**src/rtl/airi5c_imm_gen_pipe_pkg.sv**
```systemverilog
// Shared types for the pipelined immediate generator: format-select codes and helpers.
package airi5c_imm_gen_pipe_pkg;

  localparam int IMM_TYPE_WIDTH = 4;

  // I/S/U/J keep their legacy 2-bit codes so existing decoders need no change.
  typedef enum logic [IMM_TYPE_WIDTH-1:0] {
    IMM_I     = 4'd0,
    IMM_S     = 4'd1,
    IMM_U     = 4'd2,
    IMM_J     = 4'd3,
    IMM_B     = 4'd4,
    IMM_Z     = 4'd5,
    IMM_CI    = 4'd6,
    IMM_CIU   = 4'd7,
    IMM_C16SP = 4'd8,
    IMM_CLWSP = 4'd9,
    IMM_CSWSP = 4'd10,
    IMM_CIW   = 4'd11,
    IMM_CLS   = 4'd12,
    IMM_CB    = 4'd13,
    IMM_CJ    = 4'd14
  } imm_type_e;

  function automatic logic is_rvc_type(logic [IMM_TYPE_WIDTH-1:0] t);
    return (t >= IMM_CI) && (t <= IMM_CJ);
  endfunction

endpackage

```
**src/rtl/airi5c_imm_gen_pipe_if.sv**
```systemverilog
// Handshake bundle between decode (in side) and the execute operand muxes (out side).
interface airi5c_imm_gen_pipe_if #(
  parameter int XLEN = 32
);
  logic                                              in_valid_i;
  logic                                              in_ready_o;
  logic [31:0]                                       inst_i;
  logic [airi5c_imm_gen_pipe_pkg::IMM_TYPE_WIDTH-1:0] imm_type_i;
  logic                                              out_valid_o;
  logic                                              out_ready_i;
  logic [XLEN-1:0]                                   imm_o;
  logic                                              illegal_o;

  modport slave (
    input  in_valid_i, inst_i, imm_type_i, out_ready_i,
    output in_ready_o, out_valid_o, imm_o, illegal_o
  );

  modport master (
    output in_valid_i, inst_i, imm_type_i, out_ready_i,
    input  in_ready_o, out_valid_o, imm_o, illegal_o
  );
endinterface

```
**src/rtl/airi5c_imm_gen_pipe_extract.sv**
```systemverilog
// Combinational immediate extraction for all RV32/64 base and RVC formats.
module airi5c_imm_extract
  import airi5c_imm_gen_pipe_pkg::*;
#(
  parameter int          XLEN     = 32,
  parameter bit          RVC_EN   = 1'b1,
  parameter logic [31:0] DEAD_VAL = 32'hdeadbeef
) (
  input  logic [31:0]               inst_i,
  input  logic [IMM_TYPE_WIDTH-1:0] imm_type_i,
  output logic [XLEN-1:0]           imm_o,
  output logic                      illegal_o
);

  logic [31:0] imm32;
  logic        known;
  logic        ill;

  // Zero-extended formats never set bit 31, so one sign-extension covers every case.
  always_comb begin
    imm32 = 32'd0;
    known = 1'b1;
    case (imm_type_i)
      IMM_I:     imm32 = 32'($signed(inst_i[31:20]));
      IMM_S:     imm32 = 32'($signed({inst_i[31:25], inst_i[11:7]}));
      IMM_B:     imm32 = 32'($signed({inst_i[31], inst_i[7], inst_i[30:25], inst_i[11:8], 1'b0}));
      IMM_U:     imm32 = {inst_i[31:12], 12'b0};
      IMM_J:     imm32 = 32'($signed({inst_i[31], inst_i[19:12], inst_i[20], inst_i[30:21], 1'b0}));
      IMM_Z:     imm32 = 32'(inst_i[19:15]);
      IMM_CI:    imm32 = 32'($signed({inst_i[12], inst_i[6:2]}));
      IMM_CIU:   imm32 = 32'($signed({inst_i[12], inst_i[6:2], 12'b0}));
      IMM_C16SP: imm32 = 32'($signed({inst_i[12], inst_i[4:3], inst_i[5], inst_i[2], inst_i[6], 4'b0}));
      IMM_CLWSP: imm32 = 32'({inst_i[3:2], inst_i[12], inst_i[6:4], 2'b0});
      IMM_CSWSP: imm32 = 32'({inst_i[8:7], inst_i[12:9], 2'b0});
      IMM_CIW:   imm32 = 32'({inst_i[10:7], inst_i[12:11], inst_i[5], inst_i[6], 2'b0});
      IMM_CLS:   imm32 = 32'({inst_i[5], inst_i[12:10], inst_i[6], 2'b0});
      IMM_CB:    imm32 = 32'($signed({inst_i[12], inst_i[6:5], inst_i[2], inst_i[11:10],
                                      inst_i[4:3], 1'b0}));
      IMM_CJ:    imm32 = 32'($signed({inst_i[12], inst_i[8], inst_i[10:9], inst_i[6], inst_i[7],
                                      inst_i[2], inst_i[11], inst_i[5:3], 1'b0}));
      default:   known = 1'b0;
    endcase

    ill = !known || (!RVC_EN && is_rvc_type(imm_type_i));
    if (ill) imm_o = XLEN'(DEAD_VAL);
    else     imm_o = XLEN'($signed(imm32));
    illegal_o = ill;
  end

  logic unused_inst_bits;
  assign unused_inst_bits = ^{inst_i[1:0], inst_i[15:13]};

endmodule

```
**src/rtl/airi5c_imm_gen_pipe.sv**
```systemverilog
// Pipelined immediate generator: extraction followed by STAGES valid/ready register slices.
module airi5c_imm_gen_pipe
  import airi5c_imm_gen_pipe_pkg::*;
#(
  parameter int          XLEN     = 32,
  parameter int          STAGES   = 1,
  parameter bit          RVC_EN   = 1'b1,
  parameter logic [31:0] DEAD_VAL = 32'hdeadbeef
) (
  input  logic                   clk_i,
  input  logic                   rst_i,
  input  logic                   flush_i,
  airi5c_imm_gen_pipe_if.slave   bus
);

  logic [XLEN-1:0]   ext_imm;
  logic              ext_ill;

  logic [STAGES-1:0] stage_valid;
  logic [STAGES-1:0] stage_ill;
  logic [XLEN-1:0]   stage_imm [STAGES];
  logic [STAGES-1:0] stage_rdy;
  logic              rdy_acc;

  airi5c_imm_extract #(
    .XLEN     (XLEN),
    .RVC_EN   (RVC_EN),
    .DEAD_VAL (DEAD_VAL)
  ) u_extract (
    .inst_i     (bus.inst_i),
    .imm_type_i (bus.imm_type_i),
    .imm_o      (ext_imm),
    .illegal_o  (ext_ill)
  );

  // A slice can take a beat when empty or when its successor takes its current beat.
  always_comb begin
    rdy_acc   = bus.out_ready_i;
    stage_rdy = '0;
    for (int k = STAGES - 1; k >= 0; k--) begin
      rdy_acc      = !stage_valid[k] || rdy_acc;
      stage_rdy[k] = rdy_acc;
    end
  end

  for (genvar k = 0; k < STAGES; k++) begin : g_slice
    logic            up_valid;
    logic [XLEN-1:0] up_imm;
    logic            up_ill;
    logic            load;
    logic            valid_q, valid_d;
    logic            ill_q, ill_d;
    logic [XLEN-1:0] imm_q, imm_d;

    if (k == 0) begin : g_head
      assign up_valid = bus.in_valid_i;
      assign up_imm   = ext_imm;
      assign up_ill   = ext_ill;
    end else begin : g_body
      assign up_valid = stage_valid[k-1];
      assign up_imm   = stage_imm[k-1];
      assign up_ill   = stage_ill[k-1];
    end

    assign load = up_valid && stage_rdy[k] && !flush_i;

    // Flush only drops valids; data registers keep their contents.
    always_comb begin
      valid_d = valid_q;
      imm_d   = imm_q;
      ill_d   = ill_q;
      if (flush_i)           valid_d = 1'b0;
      else if (stage_rdy[k]) valid_d = up_valid;
      if (load) begin
        imm_d = up_imm;
        ill_d = up_ill;
      end
    end

    always_ff @(posedge clk_i) begin
      if (rst_i) begin
        valid_q <= 1'b0;
        imm_q   <= '0;
        ill_q   <= 1'b0;
      end else begin
        valid_q <= valid_d;
        imm_q   <= imm_d;
        ill_q   <= ill_d;
      end
    end

    assign stage_valid[k] = valid_q;
    assign stage_imm[k]   = imm_q;
    assign stage_ill[k]   = ill_q;
  end

  assign bus.in_ready_o  = stage_rdy[0] || flush_i;
  assign bus.out_valid_o = stage_valid[STAGES-1];
  assign bus.imm_o       = stage_imm[STAGES-1];
  assign bus.illegal_o   = stage_ill[STAGES-1];

endmodule

```
**src/flat_wrapper.sv**
```systemverilog
// flat-port wrapper written by rule: the top's interface ports become plain ports
module airi5c_imm_gen_pipe_flat import airi5c_imm_gen_pipe_pkg::*;
#(
  parameter int          XLEN     = 32,
  parameter int          STAGES   = 1,
  parameter bit          RVC_EN   = 1'b1,
  parameter logic [31:0] DEAD_VAL = 32'hdeadbeef
)
  (clk_i, rst_i, flush_i, bus_in_valid_i, bus_inst_i, bus_imm_type_i, bus_out_ready_i, bus_in_ready_o, bus_out_valid_o, bus_imm_o, bus_illegal_o);
  airi5c_imm_gen_pipe_if #(.XLEN(XLEN)) bus_i ();
  input  logic clk_i;
  input  logic rst_i;
  input  logic flush_i;
  input wire logic [$bits(bus_i.in_valid_i)-1:0] bus_in_valid_i;
  input wire logic [$bits(bus_i.inst_i)-1:0] bus_inst_i;
  input wire logic [$bits(bus_i.imm_type_i)-1:0] bus_imm_type_i;
  input wire logic [$bits(bus_i.out_ready_i)-1:0] bus_out_ready_i;
  output wire logic [$bits(bus_i.in_ready_o)-1:0] bus_in_ready_o;
  output wire logic [$bits(bus_i.out_valid_o)-1:0] bus_out_valid_o;
  output wire logic [$bits(bus_i.imm_o)-1:0] bus_imm_o;
  output wire logic [$bits(bus_i.illegal_o)-1:0] bus_illegal_o;
  assign bus_i.in_valid_i = bus_in_valid_i;
  assign bus_i.inst_i = bus_inst_i;
  assign bus_i.imm_type_i = bus_imm_type_i;
  assign bus_i.out_ready_i = bus_out_ready_i;
  assign bus_in_ready_o = bus_i.in_ready_o;
  assign bus_out_valid_o = bus_i.out_valid_o;
  assign bus_imm_o = bus_i.imm_o;
  assign bus_illegal_o = bus_i.illegal_o;
  airi5c_imm_gen_pipe #(.XLEN(XLEN), .STAGES(STAGES), .RVC_EN(RVC_EN), .DEAD_VAL(DEAD_VAL)) u_core (.clk_i(clk_i), .rst_i(rst_i), .flush_i(flush_i), .bus(bus_i));
endmodule
```
**config.mk**
```make
export PLATFORM = sky130hd
export DESIGN_NAME = airi5c_imm_gen_pipe_flat
export DESIGN_NICKNAME = d
export VERILOG_FILES = /design/src/rtl/airi5c_imm_gen_pipe_pkg.sv /design/src/rtl/airi5c_imm_gen_pipe_if.sv /design/src/rtl/airi5c_imm_gen_pipe_extract.sv /design/src/rtl/airi5c_imm_gen_pipe.sv /design/src/flat_wrapper.sv
export SDC_FILE = /design/constraint.sdc
export NUM_CORES = 1
export LEC_CHECK = 0
export BUFFER_PORTS_ARGS = -buffer_cell sky130_fd_sc_hd__buf_4
export CORE_MARGIN = 4
export CORE_UTILIZATION = 54
export DETAILED_ROUTE_END_ITERATION = 10
export PLACE_DENSITY = 0.78
export SLEW_MARGIN = 20
export SYNTH_ARGS = -nofsm -noshare
export SYNTH_HDL_FRONTEND = slang
export SYNTH_HIERARCHICAL = 1
export SYNTH_SLANG_ARGS = --single-unit
```
**constraint.sdc**
```tcl
create_clock -name clk_i -period 1.55 [get_ports clk_i]
set_clock_uncertainty 0.05 [all_clocks]
set_input_delay 0.0775 -clock clk_i [delete_from_list [all_inputs] [get_ports clk_i]]
set_output_delay 0.0775 -clock clk_i [all_outputs]
set_load 0.005 [all_outputs]
```
Yosys cells after proc, flatten, opt, wreduce, memory -nomap -nowiden. Cells that the tools add are included. W data, S select, Z words.

Bits in registers: 34. Output and inout bits: 35. Word-level logic and storage cells: 30. Bits of input ports: 41.

Muxes and demuxes: 3. Eq/ne operators: 14. Reductions and logical operators: 10.

Operator list (number): $pmux W32 S15 (1); $mux W32 (1); $eq A4 B4 Y1 const B (7); $eq A4 B3 Y1 const B (4); $reduce_or A15 Y1 (1); $eq A4 B2 Y1 const B (2); $eq A4 B1 Y1 const B (1); $logic_not A4 Y1 (1); $logic_not A1 Y1 (3); $logic_and A1 B1 Y1 (2); $logic_or A1 B1 Y1 (2); $reduce_or A2 Y1 (1); $mux W1 (1).

Longest topological paths before layout. Gate-level depths: netlist of run 1.

Word-level depth: 4. Depth in mapped cells: 9. Mapped depth without buffers: 6.

Cells and area by module. The synthesis of run 1 kept the hierarchy.

Modules (own cells, without submodules): airi5c_imm_gen_pipe (seq. area each 680.7 µm², area each 1542.7 µm², cells an instance 148, times used 1); airi5c_imm_extract (seq. area each 0.0 µm², area each 1341.3 µm², cells an instance 214, times used 1).

Least setup slack after synthesis of run 1. OpenSTA, ideal clock, no wires.

Path type: input -> register. Start: input bus_imm_type_i[2]. End: register u_core.g_slice[0].imm_q[2], in the netlist u_core/bus.imm_o[2]. Slack: 0.201 ns. Path buffers: 3. Setup time: 0.119 ns. Required time: 1.381 ns. Arrival time: 1.180 ns. Stages: 8. Path through: buf_2 -> buf_4 -> buf_4 -> a22oi_1 -> o22ai_1 -> a2111o_1 -> nand2b_1 -> mux2i_1.

Word-level cells in the longest chain between the ends: 4. Elaborated cells on any way between the ends: 19. Classes of those cells: eq/ne: 14; mux: 3; reduce/logical: 2.

Ends and longest elaborated chain: start, declared (RTL line flat_wrapper.sv:16) `input wire logic [$bits(bus_i.imm_type_i)-1:0] bus_imm_type_i;`; $eq A4 B4 Y1, or another cell as far along (RTL line airi5c_imm_gen_pipe_extract.sv:23) `case (imm_type_i)`; $reduce_or A15 Y1 (no line); $mux W1 (RTL line airi5c_imm_gen_pipe_extract.sv:23); $mux W32 * (RTL line airi5c_imm_gen_pipe_extract.sv:45) `if (ill) imm_o = XLEN'(DEAD_VAL);`; named net u_core.ext_imm[2] (RTL line airi5c_imm_gen_pipe.sv:16) `logic [XLEN-1:0] ext_imm;`; end signal, assigned (RTL line airi5c_imm_gen_pipe.sv:87) `imm_q <= imm_d;`; end, declared (RTL line airi5c_imm_gen_pipe.sv:53) `logic [XLEN-1:0] imm_q, imm_d;`.

The timed path passes the listed nets; every way through them passes the cells marked *. A chain may end at the register's enable or synchronous reset.

Final worst setup path of run 1.
Start: input bus_imm_type_i[1]. End: register u_core.g_slice[0].imm_q[25], in the netlist u_core/bus.imm_o[25].

Same word-level chain as after synthesis.

==> results of run 1 <==
[metrics by stage]
stage | hold slack, ns | setup WS [ns] | cell area, sq um | TNS (ns)
floorplan | 0.192 | 0.201 | 2880 | 0
global placement | 0.323 | -0.205 | 3650 | -0.226
detailed placement | 0.328 | -0.205 | 3650 | -0.818
CTS | 0.0290 | 0.0897 | 3730 | 0
global route | 0.0387 | 0.0806 | 3740 | 0
finish | 0.0288 | 0.195 | 3740 | 0
[worst max-delay path: stages]
cell                       delay (ns)
sky130_fd_sc_hd__buf_4           0.18
sky130_fd_sc_hd__buf_4           0.17
sky130_fd_sc_hd__nand2_1         0.08
sky130_fd_sc_hd__nand2_1         0.10
sky130_fd_sc_hd__a221oi_2        0.57
sky130_fd_sc_hd__nand2_1         0.10
sky130_fd_sc_hd__nand2b_1        0.10
sky130_fd_sc_hd__mux2i_1         0.07
[layer usage]
metal | global-route usage | routed length [um] | up-vias
met4 | 0.0574 | 120 | 0
met3 | 0.0388 | 743 | 16
met1 | 0.385 | 3850 | 1413
met5 | 0 | 0 | -
li1 | - | - | 1453
met2 | 0.454 | 4040 | 148
[registers in the layout, indices dropped and copies added (netlist names)]
register / flops
u_core/bus.out_valid_o: 1
u_core/bus.imm_o: 32
u_core/bus.illegal_o: 1
[report_power, final]
part	switching [mW]	internal, mW	total, mW
Combinational	0.390	0.394	0.784
Clock	0.333	0.302	0.634
Sequential	0.0233	0.915	0.939
[synth_stat cells (4+ instances only)]
library cell                n
sky130_fd_sc_hd__nand2b_1  73
sky130_fd_sc_hd__nand2_1   45
sky130_fd_sc_hd__mux2i_1   36
sky130_fd_sc_hd__dfxtp_1   34
sky130_fd_sc_hd__nand3_1   15
sky130_fd_sc_hd__buf_2     13
sky130_fd_sc_hd__a21oi_1   12
sky130_fd_sc_hd__o21ai_0    9
sky130_fd_sc_hd__clkbuf_1   8
sky130_fd_sc_hd__nor2b_1    8
sky130_fd_sc_hd__nor2_1     7
sky130_fd_sc_hd__a21o_1     6
sky130_fd_sc_hd__a221o_1    6
sky130_fd_sc_hd__a22oi_1    5
sky130_fd_sc_hd__a31oi_1    5
sky130_fd_sc_hd__inv_1      5
sky130_fd_sc_hd__mux2_2     4
sky130_fd_sc_hd__nor3_1     4
[worst paths after layout]
check	end	cells past startpoint	from	slack, ns
worst min register to register	u_core/bus.imm_o[31]	2	u_core/bus.imm_o[31]	0.43
worst max-delay path	u_core/bus.imm_o[25]	8	bus_imm_type_i[1]	0.19
worst max register to register	u_core/bus.imm_o[2]	3	u_core/bus.out_valid_o	0.41
worst min-delay path	u_core/bus.out_valid_o	3	bus_in_valid_i	0.03
[timing repair]
item / 4_1_cts / 5_1_grt
hold endpoints to repair: 0 / 0
resized for setup: 0 / 2
setup buffers: 0 / 0
setup endpoints to repair: 0 / 1
hold buffers: 0 / 0
[area by class of cell]
class	instances	share of cell area
clock inverters	2	0.00268
flip-flops and latches	34	0.182
repair buffers	109	0.232
well taps	70	0.0234
multi-input cells	292	0.535
clock buffers	5	0.0184
inverters	6	0.00603
[kinds of logic after synthesis]
group,Yosys count,synth area share
compound gates,77,0.203
xor+xnor,2,0.00607
fa+ha+maj,1,0.00347
buf+inv,36,0.0733
flops,34,0.236
mux,40,0.141
simple gates,172,0.338
==> results.md, run 1 <==
- In this run, distinct cell masters in the synthesized netlist total 60.
- Leaving out fill and tap cells, the most frequent cells in the layout are sky130_fd_sc_hd__buf_4, sky130_fd_sc_hd__nand2b_1, sky130_fd_sc_hd__nand2_1, sky130_fd_sc_hd__mux2i_1, sky130_fd_sc_hd__dfxtp_1.
- The ratio of cells with drive above 1 in the final layout is 0.292.
- The power density over cell area is 631 nW/um^2.
- The library cell occupying the most area in the post-synthesis netlist is sky130_fd_sc_hd__dfxtp_1.
- In this run the core area contains 26 standard-cell rows.
- The mean area per synthesized cell is 7.97 sq um.
- Pin placement for this block handled 76 I/O pins.
- Ranked by total cell area, the synthesized netlist is headed by sky130_fd_sc_hd__dfxtp_1, sky130_fd_sc_hd__nand2b_1, sky130_fd_sc_hd__mux2i_1.
- The later pin in the worst-skew pair is clocked with a latency of 0.28 ns.
- The count of yosys warnings during synthesis is 6.
- The depth of the CTS H-tree is 2.
- Synthesis handed over a netlist of 362 instances.
- The worst setup path is captured at a flop.
- The run finished with clean final reports.
- Across the VDD grid, the largest voltage drop is 0.000392 V.
- The floorplan die area is 6570 sq um.
- The startpoint kind of the worst setup timing path is an input port.
- The final-report hold violation count came to 0.
- For this run, the detailed router's first-pass iteration total came to 6.
- The final design utilization is 0.727.
- In the final layout, flip-flops and latches occupy 681 sq um.
- The area of the placeable core is 5140 sq um.
- Clock-pin slew was measured on the worst setup and hold paths at 0.06 ns.
- The final layout net count is 489.
- The total count of max-transition violations in the final report is 0.
- The routed layout has 3030 vias.
- Of the available clock period, the critical path in the final layout requires 0.874.
- Setup repair after global routing left no endpoint under its margin.
- The count of placed standard cells in the final layout, fillers left out is 518.
- The data arrival time of the worst path is 1.47 ns.
- In this run the horizontal extent of the chip is 81.1 um.
- The vertical die dimension is 81.1 um.
- The maximum number of pins on one net before global-route repair is 68.
- For this design the static power due to leakage is 1.65 nW.
- The clock tree root driver cell is sky130_fd_sc_hd__clkbuf_8.
- The number of placed instances with taps included is 511.
- The max-cap violation count is 0.
- The placed wire-length estimate after detailed placement is 6.73 mm.
- The number of flops mapped to enable cells by yosys is 0.
- In the synthesized netlist the async set-or-reset flop fraction comes to 0.
- In this run the worst hold path is classified as in2reg.
- The actual slew at the worst max-slew pin is 0.623 ns.
- After filler insertion, the fill cell instance count of the layout stands at 431.
- The smallest clock period supported by the final layout is computed as 1.36 ns.
- The footprint of the multi-input gates is 2000 sq um.
- The number of buffers on the longest clock path is 2.
- For this design, the sink count on the clock tree is 34.
- The most frequently used flop master after synthesis is sky130_fd_sc_hd__dfxtp_1.
- The wire length of the first global-routing pass is 14.1 mm.
- For this configuration, the core starts out at a cell density of 0.561.
- The count of antenna-violating nets left after detailed routing is 0.
- 0 antenna diodes ended up in the layout.
- After detailed routing, the number of remaining DRC violations is 0.
- The average routed wire per standard cell is 16.9 um.
- The total congestion overflow is 0.
- The maximum fanout along the worst path is 21.
- The critical path required time is 1.67 ns.
- Measured against its own limit, the worst slew margin works out to 0.585.
- TritonCTS built the clock tree.
- After synthesis the netlist holds a flip-flop and latch count of 34.
- The post-synthesis instance area is 2880 sq um.
- The number of buffers created by CTS is 5.
- Dividing the detail-routed via count by the number of cells gives 5.85.
- The design draws 2.36 mW.
- The port buffer count is 73.
- The initial antenna violation count was 0.
- The via count of the first global-routing pass is 2819.
- Derived from the worst setup path, the maximum achievable clock frequency is 0.738 GHz.
- Setup violations remaining at the end of the flow were counted as 0.
- Of the post-synthesis cell area, the dominant cell type holds 0.236.
- Summed over all layers, the routed wires come to 8.75 mm.
- For this block, the initial DRC count from the detailed router was 270.
- Across every metal layer, demand over resource in global routing totals 0.276.
- The share of the Yosys chip area taken by registers is 0.236.
- The leading cell type in the layout, fill and taps excluded is sky130_fd_sc_hd__buf_4.
- The total nets after synthesis is 403.
- Relative to the synthesized area, the layout overhead comes to 29.5%.
- The final estimated routing congestion in global placement is 0.984.
- The setup path with the least slack is of type in2reg.
(Power assumes the default switching activity.)
==> run 2, diff against run 1 <==
HOLD_SLACK_MARGIN = 0.1   (was default)
==> results.md, run 2 (synthesis gave the netlist of run 1 again) <==
- The endpoint class of the critical path is a flop (unchanged).
- The worst slew margin relative to its limit is 0.590 (was 0.585).
- The row count is 26 (unchanged).
- The sum of met3 wire segment lengths after detailed routing is 599 um (was 743 um).
- The peak supply drop came to 0.000393 V (was 0.000392 V).
- The maximum number of pins on one net before global-route repair came to 68 (unchanged).
- The footprint of the multi-input gates is 2000 sq um (unchanged).
- The maximum fanout along the worst path came to 2 (was 21).
- The critical path class is in2reg (unchanged).
- The worst hold path class is in2reg (unchanged).
- The final design utilization is 0.733 (was 0.727).
- The most used cell along the critical path is sky130_fd_sc_hd__dlygate4sd3_1 (was sky130_fd_sc_hd__nand2_1).
- The highest attainable clock frequency was 0.709 GHz (was 0.738 GHz).
- The floorplan die area is 6570 sq um (unchanged).
- The clock tree from TritonCTS is done (unchanged).
- The source-to-sink clock delay at the later pin of the worst-skew pair is 0.28 ns (about the same).
- The initial antenna violation count was 0 (unchanged).
- The critical register-to-register path startpoint is u_core/bus.out_valid_o (unchanged).
- The total chip power came to 2.36 mW (about the same).
- The number of buffers created by CTS is 5 (unchanged).
- The area of the placeable core is 5140 sq um (unchanged).
- The via count is 3026 (was 3030).
- The clock-pin slew reported for the worst setup and hold paths after clock tree synthesis is 0.06 ns (about the same).
- The count of routing violations after the opening detailed-route iteration was 292 (was 270).
- The final layout net count was 492 (was 489).
- The max-cap violation count is 0 (unchanged).
- The count of pins on the block boundary is 76 (unchanged).
- The total count of max-transition violations in the final report is 0 (unchanged).
- The number of remaining DRC errors was 0 (unchanged).
- The final-report hold violation count is 0 (unchanged).
- The power density over cell area is 627 nW/um^2 (was 631 nW/um^2).
- The clock tree root driver cell is sky130_fd_sc_hd__clkbuf_8 (unchanged).
- The depth of the CTS H-tree is 2 (unchanged).
- The sink count of the clock tree is 34 (unchanged).
- The worst-case register-to-register setup slack is 0.41 ns (about the same).
- The wire length of the first global-routing pass is 14.2 mm (was 14.1 mm).
- Outcome: complete, no violations (unchanged).
- The static leakage power is 1.67 nW (was 1.65 nW).
- The final estimated routing congestion in global placement is 0.984 (unchanged).
- Cells along the critical path: dlygate4sd3_1 > buf_4 > nand2b_4 > dlygate4sd3_1 > a21oi_1 (was buf_4 > buf_4 > nand2_1 > nand2_1 > a221oi_2 > nand2_1 > nand2b_1 > mux2i_1).
- The floorplan die width is 81.1 um (unchanged).
- The critical path required time is 1.72 ns (was 1.67 ns).
- The capture endpoint of the worst hold path is u_core/bus.out_valid_o (unchanged).
- The data arrival time of the worst path is 1.57 ns (was 1.47 ns).
- The actual slew at the worst max-slew pin came to 0.615 ns (was 0.623 ns).
- The placed wire-length estimate after detailed placement is 6.73 mm (unchanged).
- The flip-flop count of the largest register after layout is 32 (unchanged).
- The ratio of cells with drive above 1 in the final layout is 0.290 (was 0.292).
- The via count of the first global-routing pass is 2814 (was 2819).
- The end of the worst register-to-register path is u_core/bus.imm_o[2] (unchanged).
- The average vias per placed instance is 5.81 (was 5.85).
- Most used cells in the layout excluding fill and tap cells: sky130_fd_sc_hd__buf_4, sky130_fd_sc_hd__nand2b_1, sky130_fd_sc_hd__nand2_1, sky130_fd_sc_hd__mux2i_1, sky130_fd_sc_hd__dfxtp_1 (unchanged).
- The final setup violation count is 0 (unchanged).
- The flip-flop and latch area was 681 sq um (unchanged).
- The delay contributed by the slowest stage of the critical path is 0.55 ns (was 0.57 ns).
- The worst hold margin is 0.113 ns (was 0.0288 ns).
- The average routed wire per standard cell came to 16.9 um (about the same).
- The count of antenna-violating nets left after detailed routing is 0 (unchanged).
- The total wire length is 8.80 mm (was 8.75 mm).
- The vertical die dimension was 81.1 um (unchanged).
- The leading cell type in the layout, fill and taps excluded is sky130_fd_sc_hd__buf_4 (unchanged).
- The wire length the detailed router placed on met1 is 3.99 mm (was 3.85 mm).
- The sum of negative setup slack came to 0 ns (unchanged).
- The total congestion overflow was 0 (unchanged).
- The ratio of final minimum period to clock period was 0.909 (was 0.874).
- The global-route total usage across every layer is 0.278 (was 0.276).
- The number of buffers on the longest clock path is 2 (unchanged).
- The startpoint kind of the worst setup timing path is an input port (unchanged).
- The startpoint of the most critical hold path is bus_out_ready_i (was bus_in_valid_i).
- The layout-stage area growth over the synthesis result is 30.6% (was 29.5%).
- The met2 wirelength from detailed routing is 4.10 mm (was 4.04 mm).
- The library cell contributing the largest single delay on the critical path is sky130_fd_sc_hd__dlygate4sd3_1 (was sky130_fd_sc_hd__a221oi_2).
- The worst reg-to-reg path cell count is 3 (unchanged).
- RSZ-0062 raised after global routing: no (unchanged).
- The antenna cell count is 0 (unchanged).
- The hold-critical path depth is 4 (was 3).
- The number of fillers in the final layout is 427 (was 431).
- The initial cell density of the core is 0.561 (unchanged).
- The top routing layer in use is met4 (unchanged).
- The post-route minimum period was 1.41 ns (was 1.36 ns).
- The port buffer count is 73 (unchanged).
- The first-pass iteration count of the detailed router is 5 (was 6).
-- run 2: changes by cell type in the layout (fill, tap and decap cells not counted) --
| cell | before | now |
|---|---|---|
| sky130_fd_sc_hd__dlygate4sd3_1 | 0 | 3 |
-- run 2: critical path: cells and delay by family --
| family | cells | cell delay, ns |
|---|---|---|
| AO/OA/AOI/OAI | 1 | 0.11 |
| buffers and inverters | 3 | 1.24 |
| AND/OR/NAND/NOR | 1 | 0.14 |
-- run 2: final cells by class --
cell class                      instances  area share
Sequential cell                        34       0.181
Multi-Input combinational cell        292       0.531
Tap cell                               70      0.0233
Inverter                                6     0.00598
Clock buffer                            5      0.0183
Timing Repair Buffer                  112       0.239
Clock inverter                          2     0.00266
-- run 2: power by group --
group | switching (mW) | total [mW] | internal [mW]
Clock | 0.330 | 0.631 | 0.302
Combinational | 0.392 | 0.792 | 0.399
Sequential | 0.0233 | 0.939 | 0.915
Total | 0.745 | 2.36 | 1.62
-- run 2: worst max-delay path by stage --
stage	slack, ns	depth (start not counted)	from	end
final	0.14	5	flush_i	u_core/bus.out_valid_o
after global routing	0.08	8	bus_imm_type_i[1]	u_core/bus.imm_o[27]
after CTS	0.09	7	bus_imm_type_i[1]	u_core/bus.imm_o[5]
after detailed placement	-0.21	7	bus_imm_type_i[1]	u_core/bus.imm_o[5]
after global placement	-0.21	7	bus_imm_type_i[1]	u_core/bus.imm_o[5]
after floorplan	0.20	8	bus_imm_type_i[2]	u_core/bus.imm_o[2]
-- run 2: routing by layer --
layer | vias up | global-route usage
met2 | 131 | 0.456
met5 | - | 0
met3 | 17 | 0.0399
met1 | 1420 | 0.387
li1 | 1458 | -
met4 | 0 | 0.0574
-- run 2: repair_timing --
item / CTS / global route
endpoints found under the setup margin: 0 / 1
setup buffers: 0 / 0
hold endpoints to repair: 1 / 0
hold buffers: 3 / 0
gates resized for setup: 0 / 2
-- run 2: metrics by stage --
step / setup slack (ns) / cell area [sq um] / cells
after CTS: 0.0897 / 3760 / 521
after floorplan: 0.201 / 2880 / 362
final: 0.140 / 3770 / 521
after global routing: 0.0806 / 3770 / 521
after detailed placement: -0.205 / 3650 / 511
after global placement: -0.205 / 3650 / 511
